<file path="config.mk">
export PLATFORM = sky130hd
export DESIGN_NAME = traffic_ctrl_2way
export DESIGN_NICKNAME = d
export VERILOG_FILES = /design/src/rtl/traffic_pkg.sv /design/src/rtl/phase_timer.sv /design/src/rtl/traffic_ctrl_2way.sv
export SDC_FILE = /design/constraint.sdc
export NUM_CORES = 1
export LEC_CHECK = 0
export BUFFER_PORTS_ARGS = -buffer_cell sky130_fd_sc_hd__buf_2
export CAP_MARGIN = 0
export CORE_AREA = 4 4 48 50
export CTS_BUF_LIST = sky130_fd_sc_hd__clkbuf_4
export CTS_CLUSTER_DIAMETER = 80
export DETAILED_ROUTE_END_ITERATION = 10
export DIE_AREA = 0 0 52 54
export GPL_TIMING_DRIVEN = 0
export PLACE_DENSITY = 0.72
export SYNTH_ARGS = -nofsm -noshare
export SYNTH_HDL_FRONTEND = slang
export SYNTH_SLANG_ARGS = --single-unit
</file>
<file path="constraint.sdc">
create_clock -name clk -period 2.1 [get_ports clk]
set_clock_uncertainty 0.1 [all_clocks]
set_input_delay 0.21 -clock clk [delete_from_list [all_inputs] [get_ports clk]]
set_output_delay 0.21 -clock clk [all_outputs]
set_load 0.02 [all_outputs]
</file>
<file path="src/rtl/traffic_pkg.sv">
// Shared types and lamp encodings for the two-road intersection controller.
// NIGHT_FLASH is reachable only when TRAFFIC_NIGHT_FLASH_EN is defined.
package traffic_pkg;

    typedef enum logic [2:0] {
        AR_TO_MAIN  = 3'd0,
        MAIN_GREEN  = 3'd1,
        MAIN_YELLOW = 3'd2,
        AR_TO_SIDE  = 3'd3,
        SIDE_GREEN  = 3'd4,
        SIDE_YELLOW = 3'd5,
        NIGHT_FLASH = 3'd6
    } state_t;

    localparam logic [2:0] LAMP_RED    = 3'b001;
    localparam logic [2:0] LAMP_GREEN  = 3'b010;
    localparam logic [2:0] LAMP_YELLOW = 3'b100;
    localparam logic [2:0] LAMP_OFF    = 3'b000;

endpackage

</file>
<file path="src/rtl/phase_timer.sv">
// Loadable down-counter advanced only on tick; expire flags a tick seen at zero.
module phase_timer #(
    parameter int               CNT_W   = 8,
    parameter logic [CNT_W-1:0] RST_VAL = '0
) (
    input  logic             clk,
    input  logic             rst,
    input  logic             tick,
    input  logic             load,
    input  logic [CNT_W-1:0] load_val,
    output logic             expire,
    output logic [CNT_W-1:0] count
);

    always_ff @(posedge clk or posedge rst) begin
        if (rst) begin
            count <= RST_VAL;
        end else if (load) begin
            count <= load_val;
        end else if (tick && (count != '0)) begin
            count <= count - CNT_W'(1);
        end
    end

    // A timer parked at zero keeps expiring on every tick; the FSM decides whether to leave.
    assign expire = tick && (count == '0);

endmodule

</file>
<file path="src/rtl/traffic_ctrl_2way.sv">
// Two-road intersection controller with all-red clearance and pedestrian walk phase.
// Optional night flashing mode is built in when TRAFFIC_NIGHT_FLASH_EN is defined.
module traffic_ctrl_2way
    import traffic_pkg::*;
#(
    parameter int CNT_W        = 8,
    parameter int MAIN_GREEN_T = 8,
    parameter int SIDE_GREEN_T = 5,
    parameter int YELLOW_T     = 3,
    parameter int ALLRED_T     = 2
) (
    input  logic       clk,
    input  logic       rst,
    input  logic       tick,
    input  logic       side_req,
    input  logic       ped_req,
`ifdef TRAFFIC_NIGHT_FLASH_EN
    input  logic       night,
`endif
    output logic [2:0] main_light,
    output logic [2:0] side_light,
    output logic       walk,
    output logic       ped_ack,
    output logic [2:0] phase
);

    localparam logic [CNT_W-1:0] LD_AR = CNT_W'(ALLRED_T - 1);
    localparam logic [CNT_W-1:0] LD_MG = CNT_W'(MAIN_GREEN_T - 1);
    localparam logic [CNT_W-1:0] LD_SG = CNT_W'(SIDE_GREEN_T - 1);
    localparam logic [CNT_W-1:0] LD_Y  = CNT_W'(YELLOW_T - 1);

    state_t           state_q;
    state_t           state_d;
    logic             expire;
    logic             load;
    logic [CNT_W-1:0] load_val;
    logic [CNT_W-1:0] count;
    logic             ped_pending;
    logic             enter_side;
    logic             night_i;
    logic             in_night;
    logic             blink;

`ifdef TRAFFIC_NIGHT_FLASH_EN
    assign night_i  = night;
    assign in_night = (state_q == NIGHT_FLASH);
`else
    assign night_i  = 1'b0;
    assign in_night = 1'b0;
`endif

    function automatic logic [CNT_W-1:0] load_for(input state_t s);
        case (s)
            AR_TO_MAIN, AR_TO_SIDE:   return LD_AR;
            MAIN_GREEN:               return LD_MG;
            SIDE_GREEN:               return LD_SG;
            MAIN_YELLOW, SIDE_YELLOW: return LD_Y;
            default:                  return '0;
        endcase
    endfunction

    // Every state change reloads the timer with the new phase's duration.
    assign load     = (state_d != state_q);
    assign load_val = load_for(state_d);

    phase_timer #(
        .CNT_W   (CNT_W),
        .RST_VAL (LD_AR)
    ) u_timer (
        .clk      (clk),
        .rst      (rst),
        .tick     (tick),
        .load     (load),
        .load_val (load_val),
        .expire   (expire),
        .count    (count)
    );

    always_ff @(posedge clk or posedge rst) begin
        if (rst) begin
            state_q <= AR_TO_MAIN;
        end else begin
            state_q <= state_d;
        end
    end

    always_comb begin
        state_d = state_q;
        case (state_q)
            AR_TO_MAIN:  if (expire) state_d = night_i ? NIGHT_FLASH : MAIN_GREEN;
            // Main green only yields when someone is waiting (or night mode wants the road).
            MAIN_GREEN:  if (expire && (side_req || ped_pending || night_i)) state_d = MAIN_YELLOW;
            MAIN_YELLOW: if (expire) state_d = night_i ? NIGHT_FLASH : AR_TO_SIDE;
            AR_TO_SIDE:  if (expire) state_d = night_i ? NIGHT_FLASH : SIDE_GREEN;
            SIDE_GREEN:  if (expire) state_d = night_i ? NIGHT_FLASH : SIDE_YELLOW;
            SIDE_YELLOW: if (expire) state_d = night_i ? NIGHT_FLASH : AR_TO_MAIN;
`ifdef TRAFFIC_NIGHT_FLASH_EN
            NIGHT_FLASH: if (tick && !night_i) state_d = AR_TO_MAIN;
`endif
            default:     state_d = AR_TO_MAIN;
        endcase
    end

    always_comb begin
        main_light = LAMP_RED;
        side_light = LAMP_RED;
        case (state_q)
            MAIN_GREEN:  main_light = LAMP_GREEN;
            MAIN_YELLOW: main_light = LAMP_YELLOW;
            SIDE_GREEN:  side_light = LAMP_GREEN;
            SIDE_YELLOW: side_light = LAMP_YELLOW;
`ifdef TRAFFIC_NIGHT_FLASH_EN
            NIGHT_FLASH: begin
                main_light = blink ? LAMP_YELLOW : LAMP_OFF;
                side_light = blink ? LAMP_RED : LAMP_OFF;
            end
`endif
            default: ;
        endcase
    end

    assign phase      = state_q;
    assign enter_side = (state_d == SIDE_GREEN) && (state_q != SIDE_GREEN);

    // A request landing on the serving edge wins over the clear and waits for the next side phase.
    always_ff @(posedge clk or posedge rst) begin
        if (rst) begin
            ped_pending <= 1'b0;
            walk        <= 1'b0;
            ped_ack     <= 1'b0;
        end else begin
            ped_ack <= enter_side && ped_pending;
            if (enter_side && ped_pending) begin
                walk <= 1'b1;
            end else if (state_d != SIDE_GREEN) begin
                walk <= 1'b0;
            end
            if (in_night) begin
                ped_pending <= 1'b0;
            end else if (ped_req) begin
                ped_pending <= 1'b1;
            end else if (enter_side) begin
                ped_pending <= 1'b0;
            end
        end
    end

`ifdef TRAFFIC_NIGHT_FLASH_EN
    always_ff @(posedge clk or posedge rst) begin
        if (rst) begin
            blink <= 1'b0;
        end else if (in_night) begin
            if (tick) blink <= ~blink;
        end else begin
            blink <= 1'b0;
        end
    end
`else
    assign blink = 1'b0;
`endif

endmodule

</file>
==> results.md, run 1 <==
* Ant diodes at 0
* Pin count of the biggest net entering global routing at 15
* Power Density at 1270 nW/um2
* Layout cells sized above 1 at 0.293
* Leak at 0.490 nW
* Number of max-cap violations at 0
* Final worst path period share at 0.951
* Die H at 54 um
* Highest-count cells in the layout ignoring fill and taps: nor2_1 (16), buf_2 (14), dfrtp_1 (12)
* WP data required at 2190 ps
* CTS tree: done
* #FFs+latches synth at 14
* Ys flop type: dfrtp_1
* Post-Synthesis Cell Area at 867 um2
* Drt wl/cell at 14.4 um
* Area Growth Syn to Fin at 25.1%
* Async SR Flop Fraction at 1.00
* GRT Util Overall at 0.180
* Filler cell count at 177
* HP Start: side_req
* Post-synth top area cell: dfrtp_1
* Clock Latency Late Sink at 300 ps
* Util after Layout at 0.570
* PortBufs at 14
* Maximum vdd drop at 0.850 mV
* Synth unique cells at 40
* Worst Setup Start Kind: flop
* Clock sinks at 14
* CTS Root Cell: clkbuf_4
* Status: finished clean
* Register share of total power at 0.339
* Initial antenna violation count at 0
* Number of flops mapped to enable cells by yosys at 0
* Seq/Total Area, Yosys at 0.405
* FMAX at 501 MHz
* Final hold vios at 0
* DP Wirelength at 1420 um
* Drt first pass iters at 4
* Sw frac at 0.437
* Vias in the first global route at 800
* Clock share of power at 0.132
* Total vias in the final route at 810
* Post-route design area at 1080 um2
* Crit Path Class: reg -> reg
* Post-synthesis cell count at 98
* Total CTS buffers at 3
* # DRC at 0
* Syn_area_per_cell at 8.85 um2
* Area contributors post-synth: dfrtp_1 (38%), nor2_1 (6.9%), dfstp_2 (3.0%)
* Worst slew pin tran at 548 ps
* Fin nets at 131
* CP arrival at 2090 ps
* Comb power frac at 0.529
* Setup TNS at 0 ps
* Remaining Overflow, GRT at 0
* Placed Area at 976 um2
* Core area at 1900 um2
* Cell Int Power at 776 uW
* H-tree depth at 1
* Final min period at 2000 ps
* First-pass GRT wire length at 3660 um
* Worst slew margin at 0.634
* Final setup vio count at 0
* NetSw at 603 uW
* Final WL at 2160 um
* Min-delay worst type: in -> reg
* Crit end category: flop
* RePlAce Congestion at 0.792
* Yosys warns at 0
* Longest Clk Path Bufs at 2
* Antenna-violating nets left at 0
* DRT iter0 DRCs at 11
* Starting Density at 0.456
* RSZ-0062 raised after global routing: false
* Commonest non-fill, non-tap cell in the layout: nor2_1
* RR Startpoint: u_timer.count[0]$_DFFE_PP1P_
* CP Max Fanout at 7
* Die X at 52 um
* IO Count at 16
* FP Rows at 16
* Yosys top cell area share at 0.375
* Syn nets at 105
* Vias per cell at 5.40
* CTS clk-pin slew, worst paths at 90 ps
* Die area at 2810 um2
* Max-slew violation count at 0
* Crit path from: u_timer.count[0]$_DFFE_PP1P_
## Yosys cell counts, types with 3 or more instances
cell      number
clkbuf_1       3
nor4_1         3
dfrtp_1       13
nand3_1        3
inv_1          6
o21ai_0        3
a21oi_1        4
nand2_1        6
xnor2_1        3
nor2_1        16
## cell type report
class	instances	area [um2]	share of cell area
tap	27	33.8	0.0311
inverter	6	22.5	0.0208
timing repair buffer	22	135	0.125
sequential	14	353	0.325
multi-input combinational	73	488	0.450
clock buffer	4	30.0	0.0277
buffer	4	22.5	0.0208
## final timing paths
path,slack (ps),cells after the start,end
setup / recovery,100,8,u_timer.count[2]$_DFFE_PP0P_
hold / removal,280,5,phase[1]$_DFF_PP0_
setup reg to reg,100,8,u_timer.count[2]$_DFFE_PP0P_
hold reg to reg,380,1,walk$_DFFE_PP0P_
max in group asynchronous,1110,3,u_timer.count[2]$_DFFE_PP0P_
min in group asynchronous,400,3,u_timer.count[7]$_DFFE_PP0P_
## per-stage QoR
stage | cells | power, mW | hold slack, ps | setup WS (ps)
after floorplan | 98 | 0.900 | -1.50 | 83.8
after global placement | 139 | 1.04 | 184 | 20.3
after detailed placement | 139 | 1.06 | 183 | -34.7
after CTS | 145 | 1.26 | 260 | 19.6
after global routing | 150 | 1.48 | 363 | 1.35
final | 150 | 1.38 | 285 | 103
## state kept, by name, indices dropped and copies added (netlist names)
register,cells
u_timer.count,8
phase,3
ped_pending,1
ped_ack,1
walk,1
## repair_timing
item                                   in CTS  in global routing
pin swaps                                   0                  3
setup endpoints to repair                   2                 10
setup buffers                               0                  6
endpoints found under the hold margin      14                  0
hold buffers                                2                  0
resized for setup                           2                  6
## worst max-delay path, cell delays in order, from the launching register on
cell      delay, ps
dfstp_2         400
inv_2           100
ha_4            140
or3b_4          380
or2_1           240
buf_6           140
nand3_1          80
o211ai_1         90
a32o_1          230
## power groups by stage
stage	registers [mW]	logic, mW	clock network, mW
2_1_floorplan	0.476	0.424	0
3_3_place_gp	0.472	0.568	0
3_5_place_dp	0.480	0.584	0
4_1_cts	0.478	0.593	0.188
5_1_grt	0.478	0.811	0.196
6_report	0.467	0.730	0.182
## cell families after synthesis
group                    synth area share
AO/OA/AOI/OAI                       0.175
XOR/XNOR                           0.0505
adder cells (fa/ha/maj)            0.0289
buffers and inverters              0.0649
flip-flops                          0.405
multiplexers                       0.0115
AND/OR/NAND/NOR                     0.264
## per-layer routing
layer  wire, um  track usage
met5          0            0
met4         65        0.131
met3         74       0.0332
met2       1010        0.270
met1       1010        0.232
(Power assumes the default switching activity.)
==> run 2, diff against run 1 <==
- ABC_AREA: not set -> 1
- CORE_AREA: 4 4 48 50 -> 4 4 50 52
- DIE_AREA: 0 0 52 54 -> 0 0 54 56
- PLACE_DENSITY: 0.72 -> 0.71
==> results.md, run 2 <==
* Ant diodes at 0 (unchanged)
* PortBufs at 14 (unchanged)
* Status: finished clean (unchanged)
* Dpl cells at 165 (was 139)
* Commonest non-fill, non-tap cell in the layout: nand2_1 (was nor2_1)
* Vias in the first global route at 743 (was 800)
* Initial antenna violation count at 0 (unchanged)
* Final Non-Filler Cells at 170 (was 150)
* Fin nets at 150 (was 131)
* Drt wl/cell at 10.3 um (was 14.4 um)
* WP data required at 2190 ps (about the same)
* Maximum vdd drop at 0.730 mV (was 0.850 mV)
* Max-slew violation count at 0 (unchanged)
* Area of the multi-input gates at 483 um2 (was 488 um2)
* Worst Hold End: ped_pending$_DFFE_PP0P_ (was phase[1]$_DFF_PP0_)
* Synth unique cells at 30 (was 40)
* Core area at 2110 um2 (was 1900 um2)
* RePlAce Congestion at 0.838 (was 0.792)
* DP Wirelength at 1400 um (was 1420 um)
* RR Startpoint: u_timer.count[0]$_DFFE_PP1P_ (unchanged)
* Final setup vio count at 0 (unchanged)
* Ys flop type: dfrtp_1 (unchanged)
* Starting Density at 0.444 (was 0.456)
* Post-route design area at 1080 um2 (about the same)
* Largest Register: u_timer.count (unchanged)
* Clock Latency Late Sink at 280 ps (was 300 ps)
* Worst slew margin at 0.668 (was 0.634)
* IO Count at 16 (unchanged)
* Post-synthesis cell count at 123 (was 98)
* Crit end category: flop (unchanged)
* Final hold vios at 0 (unchanged)
* Setup TNS at 0 ps (unchanged)
* Crit Path Class: reg -> reg (unchanged)
* Post-synth top area cell: dfrtp_1 (unchanged)
* M1 WL at 881 um (was 1010 um)
* Syn nets at 130 (was 105)
* CP Max Fanout at 10 (was 7)
* CP arrival at 1900 ps (was 2090 ps)
* Final min period at 1800 ps (was 2000 ps)
* Placed Area at 1040 um2 (was 976 um2)
* Die area at 3020 um2 (was 2810 um2)
* H-tree depth at 1 (unchanged)
* Yosys warns at 0 (unchanged)
* Total vias in the final route at 806 (was 810)
* Pin count of the biggest net entering global routing at 15 (unchanged)
* Worst slew pin tran at 497 ps (was 548 ps)
* Util after Layout at 0.511 (was 0.570)
* R2R Path End: u_timer.count[7]$_DFFE_PP0P_ (was u_timer.count[2]$_DFFE_PP0P_)
* Worst-case reg-to-reg path depth at 10 (was 8)
* Die X at 54 um (was 52 um)
* Area Growth Syn to Fin at 15.1% (was 25.1%)
* Final worst path period share at 0.859 (was 0.951)
* CTS clk-pin slew, worst paths at 80 ps (was 90 ps)
* CTS Root Cell: clkbuf_4 (unchanged)
* Wire length on met3 at 64 um (was 74 um)
* Post-Synthesis Cell Area at 935 um2 (was 867 um2)
* Remaining Overflow, GRT at 0 (unchanged)
* Highest-count cells in the layout ignoring fill and taps: nand2_1 (29), inv_1 (19), buf_2 (16) (was nor2_1 (16), buf_2 (14), dfrtp_1 (12))
* Place WS at 298 ps (was -34.7 ps)
* Number of max-cap violations at 0 (unchanged)
* Hold Path Cell Cnt at 2 (was 5)
* Routed met2 length at 771 um (was 1010 um)
* Power Density at 1250 nW/um2 (was 1270 nW/um2)
* Final WS setup at 297 ps (was 103 ps)
* # DRC at 0 (unchanged)
* Longest Clk Path Bufs at 2 (unchanged)
* Leak at 0.593 nW (was 0.490 nW)
* RSZ-0062 raised after global routing: false (unchanged)
* Die H at 56 um (was 54 um)
* Async SR Flop Fraction at 1.00 (unchanged)
* First-pass GRT wire length at 3090 um (was 3660 um)
* #FFs+latches synth at 14 (unchanged)
* Area contributors post-synth: dfrtp_1 (35%), nand2_1 (12%), inv_1 (7.6%) (was dfrtp_1 (38%), nor2_1 (6.9%), dfstp_2 (3.0%))
* Filler cell count at 202 (was 177)
* DRT iter0 DRCs at 11 (unchanged)
* Drt first pass iters at 4 (unchanged)
* Yosys top cell area share at 0.348 (was 0.375)
* Clock sinks at 14 (unchanged)
* GRT Util Overall at 0.136 (was 0.180)
* DR top layer: met4 (unchanged)
* Layout cells sized above 1 at 0.246 (was 0.293)
* Seq/Total Area, Yosys at 0.376 (was 0.405)
* HP Start: ped_req (was side_req)
* R2R Setup Slk at 300 ps (was 100 ps)
* Min-delay worst type: in -> reg (unchanged)
* Crit path from: u_timer.count[0]$_DFFE_PP1P_ (unchanged)
* Syn_area_per_cell at 7.60 um2 (was 8.85 um2)
* Antenna-violating nets left at 0 (unchanged)
* Vias per cell at 4.74 (was 5.40)
* Resized cells post-CTS at 0 (was 2)
* Worst Setup Start Kind: flop (unchanged)
* FMAX at 555 MHz (was 501 MHz)
* FP Rows at 17 (was 16)
* Seq. cell area at 352 um2 (was 353 um2)
* Most common cell in the netlist: nand2_1 (was nor2_1)
* Post-synth top cells: nand2_1 (29), inv_1 (19), dfrtp_1 (13), nor2_1 (13), nand4_1 (5) (was nor2_1 (16), dfrtp_1 (13), inv_1 (6), nand2_1 (6), a21oi_1 (4))
* Max reg flops at 8 (unchanged)
* Final WL at 1760 um (was 2160 um)
* Total CTS buffers at 3 (unchanged)
* Number of flops mapped to enable cells by yosys at 0 (unchanged)
* CTS tree: done (unchanged)
## run 2: cell count changes after synthesis, sizes merged, moves of 2 or more
cell,previous run,this run
or4,2,0
nor4,3,0
nand4,0,5
nand2b,2,0
o21ai,5,2
nand2,6,33
inv,6,20
nand3,3,6
clkbuf,3,0
## run 2: how the worst max path moves through the flow
| stage | end | slack, ps | cells after the start |
|---|---|---|---|
| after floorplan | main_light[0] | 320 | 4 |
| after global placement | u_timer.count[7]$_DFFE_PP0P_ | 320 | 10 |
| after detailed placement | u_timer.count[3]$_DFFE_PP0P_ | 300 | 8 |
| after CTS | u_timer.count[3]$_DFFE_PP0P_ | 280 | 8 |
| after global routing | u_timer.count[7]$_DFFE_PP0P_ | 130 | 10 |
| final | u_timer.count[7]$_DFFE_PP0P_ | 300 | 10 |
## run 2: kinds of logic after synthesis
family	after synthesis	share of synthesized area
xor gates and xnor gates	5	0.0469
adders and majority gates	2	0.0268
DFF	14	0.376
AOI/OAI and AO/OA	10	0.0723
and+or+nand+nor	68	0.371
buffers and inverters	24	0.107
## run 2: stage by stage
| step | hold WS (ps) | total power [mW] |
|---|---|---|
| 2_1_floorplan | -1.50 | 1.04 |
| 3_3_place_gp | 159 | 1.18 |
| 3_5_place_dp | 158 | 1.20 |
| 4_1_cts | 13.0 | 1.35 |
| 5_1_grt | 13.6 | 1.48 |
| 6_report | 15.3 | 1.34 |
## run 2: layout make-up
| class | instances | share of cell area |
|---|---|---|
| multi-input cells | 85 | 0.449 |
| plain buffers | 3 | 0.0198 |
| flip-flops and latches | 14 | 0.327 |
| clock inverters | 1 | 0.00349 |
| well taps | 28 | 0.0326 |
| inverters | 21 | 0.0733 |
| repair buffers | 15 | 0.0744 |
| clock buffers | 3 | 0.0209 |
## run 2: critical path, cell delays in order, from the launching register on
cell	delay (ps)
dfstp_2	540
inv_1	90
ha_1	220
nand2_2	130
nor2_8	70
o211ai_1	80
nand2_1	100
buf_6	150
nor2_1	120
nand2_1	60
o31ai_1	60
## run 2: metal layers
metal | GRT usage | vias to the layer above
met5 | 0 | -
met4 | 0.0641 | 0
met3 | 0.0241 | 5
met2 | 0.204 | 13
met1 | 0.183 | 366
li1 | - | 422
## run 2: report_power, final
part           total, mW  internal [mW]  switching (mW)
registers          0.463          0.366          0.0969
logic              0.726          0.269           0.457
clock network      0.154         0.0690          0.0853
## run 2: timing repair
item	CTS	global route
hold endpoints to repair	13	0
hold buffers	1	0
setup buffers	0	0
==> run 3, diff against run 2 <==
- BUFFER_PORTS_ARGS: -buffer_cell sky130_fd_sc_hd__buf_2 -> not set
- CORE_AREA: 4 4 50 52 -> 4 4 51 53
- DIE_AREA: 0 0 54 56 -> 0 0 55 57
- DONT_BUFFER_PORTS: not set -> 1
- PLACE_DENSITY: 0.71 -> 0.62
==> results.md, run 3 (synthesis gave the netlist of run 2 again) <==
* IO Count at 16 (unchanged)
* FMAX at 509 MHz (was 555 MHz)
* H-tree depth at 1 (unchanged)
* Final setup vio count at 0 (unchanged)
* Die area at 3140 um2 (was 3020 um2)
* Number of max-cap violations at 0 (unchanged)
* Setup TNS at 0 ps (unchanged)
* Clock Latency Late Sink at 280 ps (about the same)
* CTS tree: done (unchanged)
* Max reg flops at 8 (unchanged)
* WP data required at 1790 ps (was 2190 ps)
* Worst slew pin tran at 633 ps (was 497 ps)
* Remaining Overflow, GRT at 0 (unchanged)
* Vias per cell at 4.83 (was 4.74)
* Clock sinks at 14 (unchanged)
* Vias in the first global route at 722 (was 743)
* First-pass GRT wire length at 2990 um (was 3090 um)
* CTS Root Cell: clkbuf_4 (unchanged)
* Crit end category: output port (was flop)
* Post-CTS setup buffer count at 0 (unchanged)
* Total CTS buffers at 3 (unchanged)
* CP Max Fanout at 8 (was 10)
* Fin nets at 137 (was 150)
* Core area at 2150 um2 (was 2110 um2)
* Worst slew margin at 0.575 (was 0.668)
* Starting Density at 0.435 (was 0.444)
* Status: finished clean (unchanged)
* Initial antenna violation count at 0 (unchanged)
* RePlAce Congestion at 0.800 (was 0.838)
* Pin count of the biggest net entering global routing at 15 (unchanged)
* DRT iter0 DRCs at 14 (was 11)
* Drt wl/cell at 11.2 um (was 10.3 um)
* Die X at 55 um (was 54 um)
* Drt first pass iters at 4 (unchanged)
* Seq. cell area at 354 um2 (was 352 um2)
* Leak at 0.532 nW (was 0.593 nW)
* DP Wirelength at 1390 um (was 1400 um)
* Area Growth Syn to Fin at 9.50% (was 15.1%)
* GRT Util Overall at 0.127 (was 0.136)
* Min-delay worst type: in -> reg (unchanged)
* Layout cells sized above 1 at 0.186 (was 0.246)
* Area of the multi-input gates at 488 um2 (was 483 um2)
* Antenna-violating nets left at 0 (unchanged)
* Final WS setup at 135 ps (was 297 ps)
* Final worst path period share at 0.936 (was 0.859)
* Largest Register: u_timer.count (unchanged)
* Total vias in the final route at 759 (was 806)
* Power Density at 1270 nW/um2 (was 1250 nW/um2)
* CTS clk-pin slew, worst paths at 80 ps (about the same)
* CP arrival at 1650 ps (was 1900 ps)
* Filler cell count at 220 (was 202)
* FP Rows at 17 (unchanged)
* Final hold vios at 0 (unchanged)
* Maximum vdd drop at 0.704 mV (was 0.730 mV)
* Commonest non-fill, non-tap cell in the layout: nand2_1 (unchanged)
* Highest-count cells in the layout ignoring fill and taps: nand2_1 (29), inv_1 (19), nor2_1 (13) (was nand2_1 (29), inv_1 (19), buf_2 (16))
* RSZ-0062 raised after global routing: false (unchanged)
* PortBufs at 0 (was 14)
* Max-slew violation count at 0 (unchanged)
* Ant diodes at 0 (unchanged)
* # DRC at 0 (unchanged)
* Die H at 57 um (was 56 um)
* Worst Setup Start Kind: flop (unchanged)
* Final min period at 1960 ps (was 1800 ps)
* Longest Clk Path Bufs at 2 (unchanged)
* Final WL at 1760 um (about the same)
* Place WS at 201 ps (was 298 ps)
* Crit Path Class: reg -> out (was reg -> reg)
[run 3: stage by stage]
| step | total power, mW | util | area (um2) | std cells | hold slack, ps |
|---|---|---|---|---|---|
| after global routing | 1.43 | 0.476 | 1020 | 157 | 232 |
| after floorplan | 1.04 | - | 935 | 123 | -1.50 |
| after CTS | 1.32 | 0.475 | 1020 | 157 | 184 |
| after global placement | 1.14 | 0.451 | 970 | 151 | 62.1 |
| final | 1.30 | 0.476 | 1020 | 157 | 189 |
| after detailed placement | 1.15 | 0.451 | 970 | 151 | 63.9 |
[run 3: final cells by class]
cell class,count,share of cell area
Timing Repair Buffer,2,0.0196
Tap cell,28,0.0342
Sequential cell,14,0.346
Clock buffer,3,0.0220
Buffer,3,0.0208
Multi-Input combinational cell,85,0.477
Clock inverter,1,0.00367
Inverter,21,0.0770
[run 3: final timing paths]
path	cells past startpoint	endpoint	slack (ps)	start
min	4	phase[1]$_DFF_PP0_	190	side_req
min in group asynchronous	2	u_timer.count[2]$_DFFE_PP0P_	290	rst
max	5	main_light[0]	140	phase[0]$_DFF_PP0_
min reg2reg	1	ped_pending$_DFFE_PP0P_	420	ped_pending$_DFFE_PP0P_
max reg2reg	10	u_timer.count[7]$_DFFE_PP0P_	290	u_timer.count[0]$_DFFE_PP1P_
max in group asynchronous	2	phase[1]$_DFF_PP0_	1240	rst
[run 3: repair_timing]
action                     CTS  global route
setup endpoints to repair    1             1
resized for setup            1             2
hold endpoints to repair    14             0
hold buffers                 2             0
[run 3: critical path, stage by stage, from the launching register on]
cell	delay (ps)
dfrtp_1	460
buf_2	210
nand2_1	100
inv_1	130
or2_2	320
inv_1	150
[run 3: metal layers]
layer | vias to the layer above | global-route usage | share of wire
li1 | 396 | - | -
met1 | 341 | 0.180 | 0.49
met2 | 20 | 0.186 | 0.45
met3 | 2 | 0.0261 | 0.045
met4 | 0 | 0.0521 | 0.014
met5 | - | 0 | 0
[run 3: power breakdown]
| group | internal, mW | total [mW] | leakage [nW] | switching, mW |
|---|---|---|---|---|
| logic | 0.235 | 0.658 | 0.345 | 0.423 |
| clock network | 0.0690 | 0.155 | 0.0154 | 0.0859 |
| registers | 0.368 | 0.490 | 0.171 | 0.122 |
| total | 0.672 | 1.30 | 0.532 | 0.631 |
